===== config.mk =====
export PLATFORM = sky130hd
export DESIGN_NAME = spi_master
export DESIGN_NICKNAME = d
export VERILOG_FILES = /design/src/rtl/spi_master.sv
export SDC_FILE = /design/constraint.sdc
export NUM_CORES = 1
export LEC_CHECK = 0
export ABC_CLOCK_PERIOD_IN_PS = 3300
export BUFFER_PORTS_ARGS = -buffer_cell sky130_fd_sc_hd__buf_2
export CORE_MARGIN = 2
export CORE_UTILIZATION = 25
export CTS_BUF_LIST = sky130_fd_sc_hd__clkbuf_4 sky130_fd_sc_hd__clkbuf_8 sky130_fd_sc_hd__clkbuf_16
export CTS_CLUSTER_DIAMETER = 120
export DETAILED_ROUTE_END_ITERATION = 7
export PLACE_DENSITY = 0.42
export SLEW_MARGIN = 10
export SYNTH_ARGS = -nofsm -noshare
export SYNTH_HDL_FRONTEND = slang
export SYNTH_SLANG_ARGS = --single-unit

===== constraint.sdc =====
create_clock -name clk -period 3.3 [get_ports clk]
set_input_delay 0.33 -clock clk [delete_from_list [all_inputs] [get_ports clk]]
set_output_delay 0.33 -clock clk [all_outputs]
set_load 0.005 [all_outputs]

===== src/rtl/spi_master.sv =====
// SPI initiator for the 16-bit SPI_Slave command frame {WR, EXT_ADDR, FUTURE, REG_ADDR, DATA}.
// The SCLK period is 2*CLK_DIV system clocks. Read data is returned with a one-cycle rsp_valid pulse.
module spi_master #(
    parameter int CLK_DIV = 4
) (
    input  logic       clk,
    input  logic       rst_n,
    input  logic       cmd_valid,
    output logic       cmd_ready,
    input  logic       cmd_wr,
    input  logic [2:0] cmd_ext_addr,
    input  logic [2:0] cmd_reg_addr,
    input  logic [7:0] cmd_wdata,
    output logic       rsp_valid,
    output logic [7:0] rsp_rdata,
    output logic       rsp_err,
    output logic       sclk,
    output logic       cs,
    output logic       mosi,
    input  logic       miso,
    input  logic       miso_oe
);

    typedef enum logic [2:0] {IDLE, SETUP, SHIFT_HI, SHIFT_LO, HOLD, GAP} state_t;

    state_t      state, state_nxt;
    logic [7:0]  div_cnt;
    logic [3:0]  bit_cnt;
    logic        tail;
    logic [15:0] shreg;
    logic [7:0]  rdata;
    logic        err;
    logic        wr_q;
    logic        tc;
    logic        accept;
    logic        fall;
    logic        done;

    assign tc     = (div_cnt == 8'(CLK_DIV - 1));
    assign accept = cmd_valid & cmd_ready;
    assign fall   = (state == SHIFT_HI) & tc;
    // HOLD spans two phases: a trailing low half-period after the last bit, then the cs hold time.
    assign done   = (state == HOLD) & tc & tail;

    always_comb begin
        state_nxt = state;
        cmd_ready = 1'b0;
        cs        = 1'b0;
        sclk      = 1'b0;
        mosi      = 1'b0;
        case (state)
            IDLE: begin
                cmd_ready = 1'b1;
                if (accept) state_nxt = SETUP;
            end
            SETUP: begin
                cs   = 1'b1;
                mosi = shreg[15];
                if (tc) state_nxt = SHIFT_HI;
            end
            SHIFT_HI: begin
                cs   = 1'b1;
                sclk = 1'b1;
                mosi = shreg[15];
                if (tc) state_nxt = (bit_cnt == 4'd15) ? HOLD : SHIFT_LO;
            end
            SHIFT_LO: begin
                cs   = 1'b1;
                mosi = shreg[15];
                if (tc) state_nxt = SHIFT_HI;
            end
            HOLD: begin
                cs = 1'b1;
                if (tc && tail) state_nxt = GAP;
            end
            GAP: begin
                if (tc) state_nxt = IDLE;
            end
            default: state_nxt = IDLE;
        endcase
    end

    always_ff @(posedge clk or negedge rst_n) begin
        if (!rst_n) begin
            state   <= IDLE;
            div_cnt <= '0;
            bit_cnt <= '0;
            tail    <= 1'b0;
            shreg   <= '0;
            rdata   <= '0;
            err     <= 1'b0;
            wr_q    <= 1'b0;
        end else begin
            state <= state_nxt;
            if (state == IDLE) div_cnt <= '0;
            else               div_cnt <= tc ? 8'd0 : div_cnt + 8'd1;

            if (accept) begin
                shreg   <= {cmd_wr, cmd_ext_addr, 1'b0, cmd_reg_addr, cmd_wr ? cmd_wdata : 8'h00};
                wr_q    <= cmd_wr;
                bit_cnt <= '0;
                tail    <= 1'b0;
                rdata   <= '0;
                err     <= 1'b0;
            end else begin
                if (fall) begin
                    shreg <= {shreg[14:0], 1'b0};
                    if (bit_cnt != 4'd15) bit_cnt <= bit_cnt + 4'd1;
                    // Data phase of a read: shift in on the falling edge, slave drives on the previous fall.
                    if (!wr_q && bit_cnt[3]) begin
                        rdata <= {rdata[6:0], miso};
                        if (!miso_oe) err <= 1'b1;
                    end
                end
                if ((state == HOLD) && tc) tail <= ~tail;
            end
        end
    end

    always_ff @(posedge clk or negedge rst_n) begin
        if (!rst_n) begin
            rsp_valid <= 1'b0;
            rsp_rdata <= '0;
            rsp_err   <= 1'b0;
        end else begin
            rsp_valid <= done;
            if (done) begin
                rsp_rdata <= wr_q ? 8'h00 : rdata;
                rsp_err   <= wr_q ? 1'b0 : err;
            end
        end
    end

endmodule


==> key figures, run 1 <==
Placed design
  • IO Port Bufs: 33
  • DP HPWL: 3380 um
  • Post-Place Worst Slack: 0.909 ns
  • GPL Wtd Cong: 0.736

Yosys
  • Yosys top cell area share: 0.542
  • Area leader, netlist: dfrtp_1
  • Main combinational cell family by area after synthesis: simple AND/OR/NAND/NOR gates
  • Sequential-to-total area share from yosys stat: 0.542
  • Distinct cell type count after synthesis: 34
  • Warnings, synthesis: 0
  • Synth Area in Adders: 0.0104
  • Post-Synth XOR/XNOR Area: 0.0328
  • Yosys reg bits: 52
  • Syn Nets: 259
  • Ranking of synthesized cells by area: dfrtp_1 (54%), mux2i_1 (6.3%), o21ai_0 (5.6%), nand2_1 (4.8%), nor2_1 (3.4%)
  • Syn Inst Count: 237
  • Post-synthesis compound-gate area fraction: 0.104
  • Cell Area, Synth: 2400 um^2
  • Multiplexer share of the synthesized area: 0.0626
  • Syn avg cell area: 10.1 um^2
  • Simple-gate portion of the synthesized area: 0.218

Detailed routing
  • Vias: 1712
  • Routed WL: 4890 um
  • Drc violations: 0
  • Drt wl/cell: 12.3 um
  • Post-DRT Antenna Nets: 0
  • Initial drt markers: 52
  • DRT Pass-1 Iters: 4
  • Avg Vias per Cell: 4.31

Timing
  • Rel. slew slack: 0.503
  • Worst-Margin Slew: 0.742 ns
  • Setup TNS: 0 ns
  • Setup Skew: 0.0122 ns
  • RSZ-0062 raised after global routing: no
  • Final setup vio count: 0
  • Min setup slack post-route: 0.905 ns
  • Crit share post-route: 0.726
  • Tmin final: 2.39 ns
  • Final Hold Viols: 0
  • Max Freq: 418 MHz
  • Final Max Tran Viols: 0

Critical path
  • CP peak stage delay: 0.65 ns
  • Crit path max-delay family: simple AND/OR/NAND/NOR gates
  • Buffers & Inverters on Critical Path: 0
  • Critical path depth: 5
  • CP arrival: 2.58 ns
  • Reg2reg path depth: 5
  • Worst setup SP type: flop
  • CP endpoint: rdata[6]
  • CP max stage cell: nand4_1
  • Reg2reg start: div_cnt[0]
  • R2R setup slack: 0.91 ns
  • Worst EP required: 3.48 ns
  • Worst-path maximum fanout: 9
  • R2r endpoint: rdata[6]
  • Critical path class: reg2reg
  • Critical-path cell list: ha_1 -> nor4b_4 -> nand4_1 -> mux2i_1 -> nor2_1
  • Crit path launch: div_cnt[0]
  • Crit. End Element: flop

Finish
  • Layout cell share with drive strength beyond 1: 0.194
  • Antenna Diode Count: 0
  • Layout Utilization: 0.304
  • Synth-to-layout area growth: 17.6%
  • Nets: 289
  • Filler cells: 1016

Power and ir drop
  • Maximum VDD drop: 0.209 mV
  • Power per cell area: 666 nW/um^2
  • Design Power: 1880 uW
  • Leakage: 0.00135 uW

Status
  • Run status: complete, no violations

Floorplan
  • Initial core utilization: 0.258
  • Ports: 34
  • Die extent in y: 102 um
  • Num rows: 35
  • Die X: 102 um
  • Core area: 9280 um^2
  • Die ar.: 10400 um^2

Clock tree
  • Hold buffer count at cts: 0
  • CTS tree: yes
  • Worst-path clk slew: 0.10 ns
  • Setup bufs post-CTS: 0
  • Cts bufs inserted: 5
  • Root Driver: clkbuf_8
  • Clock latency on the worst-skew pair: 0.31 ns
  • Clock buffer depth: 2
  • Clock Sinks: 52
  • Post-CTS sizing: 0
  • H-tree Lvls: 2

GRT
  • Number of global-route vias before repair: 1729
  • All-Layer GR Usage: 0.106
  • GR Overflow Total: 0
  • Antenna violations before repair: 0
  • First-pass GRT wire length: 8610 um
  • Largest net degree at the start of global routing: 30

Run
  • Max cap viols: 0

Hold path
  • Hold WC Path Type: in2async
-- cells by family (layout without fill, tap and decap cells) --
family                   after synthesis  after routing
AO/OA/AOI/OAI                         46             46
AND/OR/NAND/NOR                       97             97
multiplexers                          15             15
XOR/XNOR                               9              9
adder cells (fa/ha/maj)                2              2
buffers and inverters                 16             47
flip-flops                            52             52
-- where the power goes --
group          internal [uW]  leakage [uW]  switching (uW)
logic                    216      0.000599             261
clock network            229     0.0000548             223
registers                796      0.000698             154
total                   1240       0.00135             638
-- layout by cell type (no fill, tap or decap), drive strengths merged --
master	instances
a32o	2
a211oi	1
and3	10
a21oi	11
nand2	31
inv	5
nand4	3
o21a	1
nor2b	1
nand3	10
clkinvlp	1
nor3	2
nand2b	10
nor2	22
bufinv	1
ha	2
buf	35
a31oi	2
dfrtp	52
o21ai	28
clkbuf	5
nor3b	3
mux2i	15
or3	2
xor2	7
xnor2	2
a21boi	1
nor4b	2
and2	1
-- cell type report --
| type | count | area [um^2] | area share |
|---|---|---|---|
| Clock inverter | 3 | 46.3 | 0.0164 |
| Multi-Input combinational cell | 169 | 1050 | 0.372 |
| Timing Repair Buffer | 35 | 180 | 0.0639 |
| Inverter | 4 | 15.0 | 0.00532 |
| Tap cell | 129 | 161 | 0.0572 |
| Clock buffer | 5 | 68.8 | 0.0244 |
| Sequential cell | 52 | 1300 | 0.461 |
-- worst reg2reg max path: cells and delay by family (launching register included) --
family | cells | cell delay [ns]
fa+ha+maj | 1 | 0.25
flops | 1 | 0.41
mux | 1 | 0.32
simple gates | 3 | 1.30
-- state kept, by name (all words and copies together) (netlist names) --
register and flops:
tail 1, rdata 8, rsp_valid 1, shreg 16
rsp_rdata 8, state 3, rsp_err 1, div_cnt 8
bit_cnt 4, wr_q 1, err 1
-- layer usage --
metal	global-route usage	up-vias	routed length, um
met5	0	-	0
met4	0.0308	0	36
met3	0.0246	2	212
met2	0.166	32	2230
met1	0.146	809	2400
li1	-	869	-
-- per-stage QoR --
stage          area (um^2)  instances  hold WS, ns
2_1_floorplan         2400        237       0.0344
3_3_place_gp          2700        389        0.414
3_5_place_dp          2700        389        0.416
4_1_cts               2810        397       0.0756
5_1_grt               2820        397       0.0919
6_report              2820        397       0.0483
-- Yosys cell counts, drive strengths merged --
library cell   n
nand3         10
nand2b        10
nor2b          1
o21a           1
or3            2
buf            9
nand4          3
xor2           7
ha             2
nor3           2
mux2i         15
nor3b          3
nor2          22
and2           1
dfrtp         52
xnor2          2
nand2         31
a31oi          2
a32o           2
a21boi         1
a21oi         11
o21ai         28
nor4b          2
and3          10
inv            4
clkbuf         3
a211oi         1
-- worst min-delay path by stage --
stage                     startpoint         end  slack, ns  cells after the start
final                          rst_n    shreg[8]       0.05                      1
after CTS                      rst_n    shreg[8]       0.08                      1
after global placement         rst_n    shreg[8]       0.41                      1
after detailed placement       rst_n    shreg[8]       0.42                      1
after global routing           rst_n    shreg[8]       0.09                      1
after floorplan                rst_n  bit_cnt[0]       0.03                      0
Power figures use the tool's default switching activity.
==> run 2, diff against run 1 <==
--- a/config.mk
+++ b/config.mk
@@ -5,14 +5,14 @@
 export SDC_FILE = /design/constraint.sdc
 export NUM_CORES = 1
 export LEC_CHECK = 0
-export ABC_CLOCK_PERIOD_IN_PS = 3300
+export ABC_CLOCK_PERIOD_IN_PS = 2100
 export BUFFER_PORTS_ARGS = -buffer_cell sky130_fd_sc_hd__buf_2
 export CORE_MARGIN = 2
 export CORE_UTILIZATION = 25
 export CTS_BUF_LIST = sky130_fd_sc_hd__clkbuf_4 sky130_fd_sc_hd__clkbuf_8 sky130_fd_sc_hd__clkbuf_16
 export CTS_CLUSTER_DIAMETER = 120
 export DETAILED_ROUTE_END_ITERATION = 7
-export PLACE_DENSITY = 0.42
+export PLACE_DENSITY = 0.44
 export SLEW_MARGIN = 10
 export SYNTH_ARGS = -nofsm -noshare
 export SYNTH_HDL_FRONTEND = slang
==> constraint.sdc (replaced) <==
create_clock -name clk -period 2.1 [get_ports clk]
set_input_delay 0.21 -clock clk [delete_from_list [all_inputs] [get_ports clk]]
set_output_delay 0.21 -clock clk [all_outputs]
set_load 0.005 [all_outputs]
==> run 2 against run 1 <==
Compared with the run above: clock-buffer cell count grew 1; sequential share of layout area shrank 0.78 points; die area is the same; cell count grew 2.3%; sequential power grew 57%; total power grew 53%; largest power group unchanged.
==> key figures, run 2 (synthesized netlist as in run 1, its figures left out) <==
Floorplan
  • Die extent in y: 102 um (unchanged)
  • Core area: 9280 um^2 (unchanged)
  • Die ar.: 10400 um^2 (unchanged)
  • Initial core utilization: 0.258 (unchanged)
  • Num rows: 35 (unchanged)
  • Ports: 34 (unchanged)
  • Die X: 102 um (unchanged)

Detailed routing
  • Post-DRT Antenna Nets: 0 (unchanged)
  • Drc violations: 0 (unchanged)
  • Initial drt markers: 91 (was 52)
  • Avg Vias per Cell: 4.32 (was 4.31)
  • Vias: 1752 (was 1712)
  • Routed WL: 4830 um (was 4890 um)
  • DRT Pass-1 Iters: 4 (unchanged)
  • Drt wl/cell: 11.9 um (was 12.3 um)

Timing
  • Final setup vio count: 0 (unchanged)
  • Crit share post-route: 0.861 (was 0.726)
  • Max Freq: 553 MHz (was 418 MHz)
  • RSZ-0062 raised after global routing: no (unchanged)
  • Final Hold Viols: 0 (unchanged)
  • Rel. slew slack: 0.558 (was 0.503)
  • Hold_ws: 0.0200 ns (was 0.0483 ns)
  • Setup TNS: 0 ns (unchanged)
  • Tmin final: 1.81 ns (was 2.39 ns)
  • Final Max Tran Viols: 0 (unchanged)
  • Worst-Margin Slew: 0.663 ns (was 0.742 ns)
  • Setup Skew: 0.00350 ns (was 0.0122 ns)

Clock tree
  • Clock buffer depth: 2 (unchanged)
  • Setup bufs post-CTS: 0 (unchanged)
  • H-tree Lvls: 2 (unchanged)
  • CTS tree: yes (unchanged)
  • Root Driver: clkbuf_8 (unchanged)
  • Cts bufs inserted: 5 (unchanged)
  • Post-CTS sizing: 0 (unchanged)
  • Worst-path clk slew: 0.09 ns (was 0.10 ns)
  • Hold buffer count at cts: 0 (unchanged)
  • Clock Sinks: 52 (unchanged)
  • Clock latency on the worst-skew pair: 0.30 ns (was 0.31 ns)

GRT
  • Number of global-route vias before repair: 1774 (was 1729)
  • Largest net degree at the start of global routing: 53 (was 30)
  • Antenna violations before repair: 0 (unchanged)
  • All-Layer GR Usage: 0.101 (was 0.106)
  • First-pass GRT wire length: 8310 um (was 8610 um)
  • GR Overflow Total: 0 (unchanged)

Critical path
  • Critical path class: reg2reg (unchanged)
  • Worst EP required: 2.33 ns (was 3.48 ns)
  • CP arrival: 2.04 ns (was 2.58 ns)
  • Worst setup SP type: flop (unchanged)
  • Worst-path maximum fanout: 10 (was 9)
  • Crit. End Element: flop (unchanged)

Finish
  • Final non-filler cell total: 406 (was 397)
  • Nets: 298 (was 289)
  • Max reg flops: 16 (unchanged)
  • Top reg by flops: shreg (unchanged)
  • Antenna Diode Count: 0 (unchanged)
  • Layout cell share with drive strength beyond 1: 0.220 (was 0.194)
  • Synth-to-layout area growth: 19.6% (was 17.6%)
  • Filler cells: 1021 (was 1016)
  • Commonest non-fill, non-tap cell in the layout: dfrtp_1 (unchanged)
  • Most frequent cells in the layout: dfrtp_1 (52), buf_2 (33), nand2_1 (31) (unchanged)

Power and ir drop
  • Maximum VDD drop: 0.318 mV (was 0.209 mV)
  • Design Power: 2880 uW (was 1880 uW)
  • Power per cell area: 1000 nW/um^2 (was 666 nW/um^2)
  • Leakage: 0.00139 uW (was 0.00135 uW)

Placed design
  • IO Port Bufs: 33 (unchanged)
  • GPL Wtd Cong: 0.693 (was 0.736)
  • DP HPWL: 3250 um (was 3380 um)
  • Post-Place Cells: 396 (was 389)

Hold path
  • Hold WC Path Type: in2async (unchanged)

Run
  • Max cap viols: 0 (unchanged)

Status
  • Run status: complete, no violations (unchanged)
-- run 2: where the power goes --
| part | total (uW) | switching, uW | internal [uW] |
|---|---|---|---|
| Combinational | 797 | 413 | 384 |
| Sequential | 1490 | 243 | 1250 |
| Clock | 592 | 328 | 264 |
| Total | 2880 | 984 | 1900 |
-- run 2: area by class of cell --
type | count | area (um^2) | area share
Timing Repair Buffer | 44 | 260 | 0.0907
Clock buffer | 6 | 82.6 | 0.0288
Multi-Input combinational cell | 169 | 1040 | 0.362
Sequential cell | 52 | 1300 | 0.453
Tap cell | 129 | 161 | 0.0562
Inverter | 4 | 15.0 | 0.00523
Clock inverter | 2 | 10.0 | 0.00349
-- run 2: path summary, 6_finish.rpt --
check | start | slack, ns | end | cells after the start
setup / recovery | state[2] | 0.29 | bit_cnt[3] | 4
hold / removal | rst_n | 0.02 | shreg[9] | 2
setup reg to reg | state[2] | 0.29 | bit_cnt[3] | 4
hold reg to reg | rsp_rdata[7] | 0.48 | rsp_rdata[7] | 2
max in group asynchronous | rst_n | 1.64 | rdata[5] | 2
min in group clk | cmd_wdata[0] | 0.16 | shreg[0] | 2
-- run 2: per-layer routing --
metal  track usage  wire [um]  up-vias
met2         0.160       2210       28
li1              -          -      886
met5             0          0        -
met3        0.0260        210        7
met4        0.0308         53        0
met1         0.136       2360      831
-- run 2: metrics by stage --
stage	util	area (um^2)	worst slack, ns
after global routing	0.309	2870	0.115
after floorplan	-	2400	0.326
after detailed placement	0.298	2760	0.178
final	0.309	2870	0.291
after global placement	0.298	2760	0.237
after CTS	0.308	2860	0.166
-- run 2: critical path, stage by stage, from the launching register on --
cell and delay [ns]:
dfrtp_1 0.53, nor3b_4 0.49, nand4_4 0.19, or3_1 0.37
a21oi_1 0.15
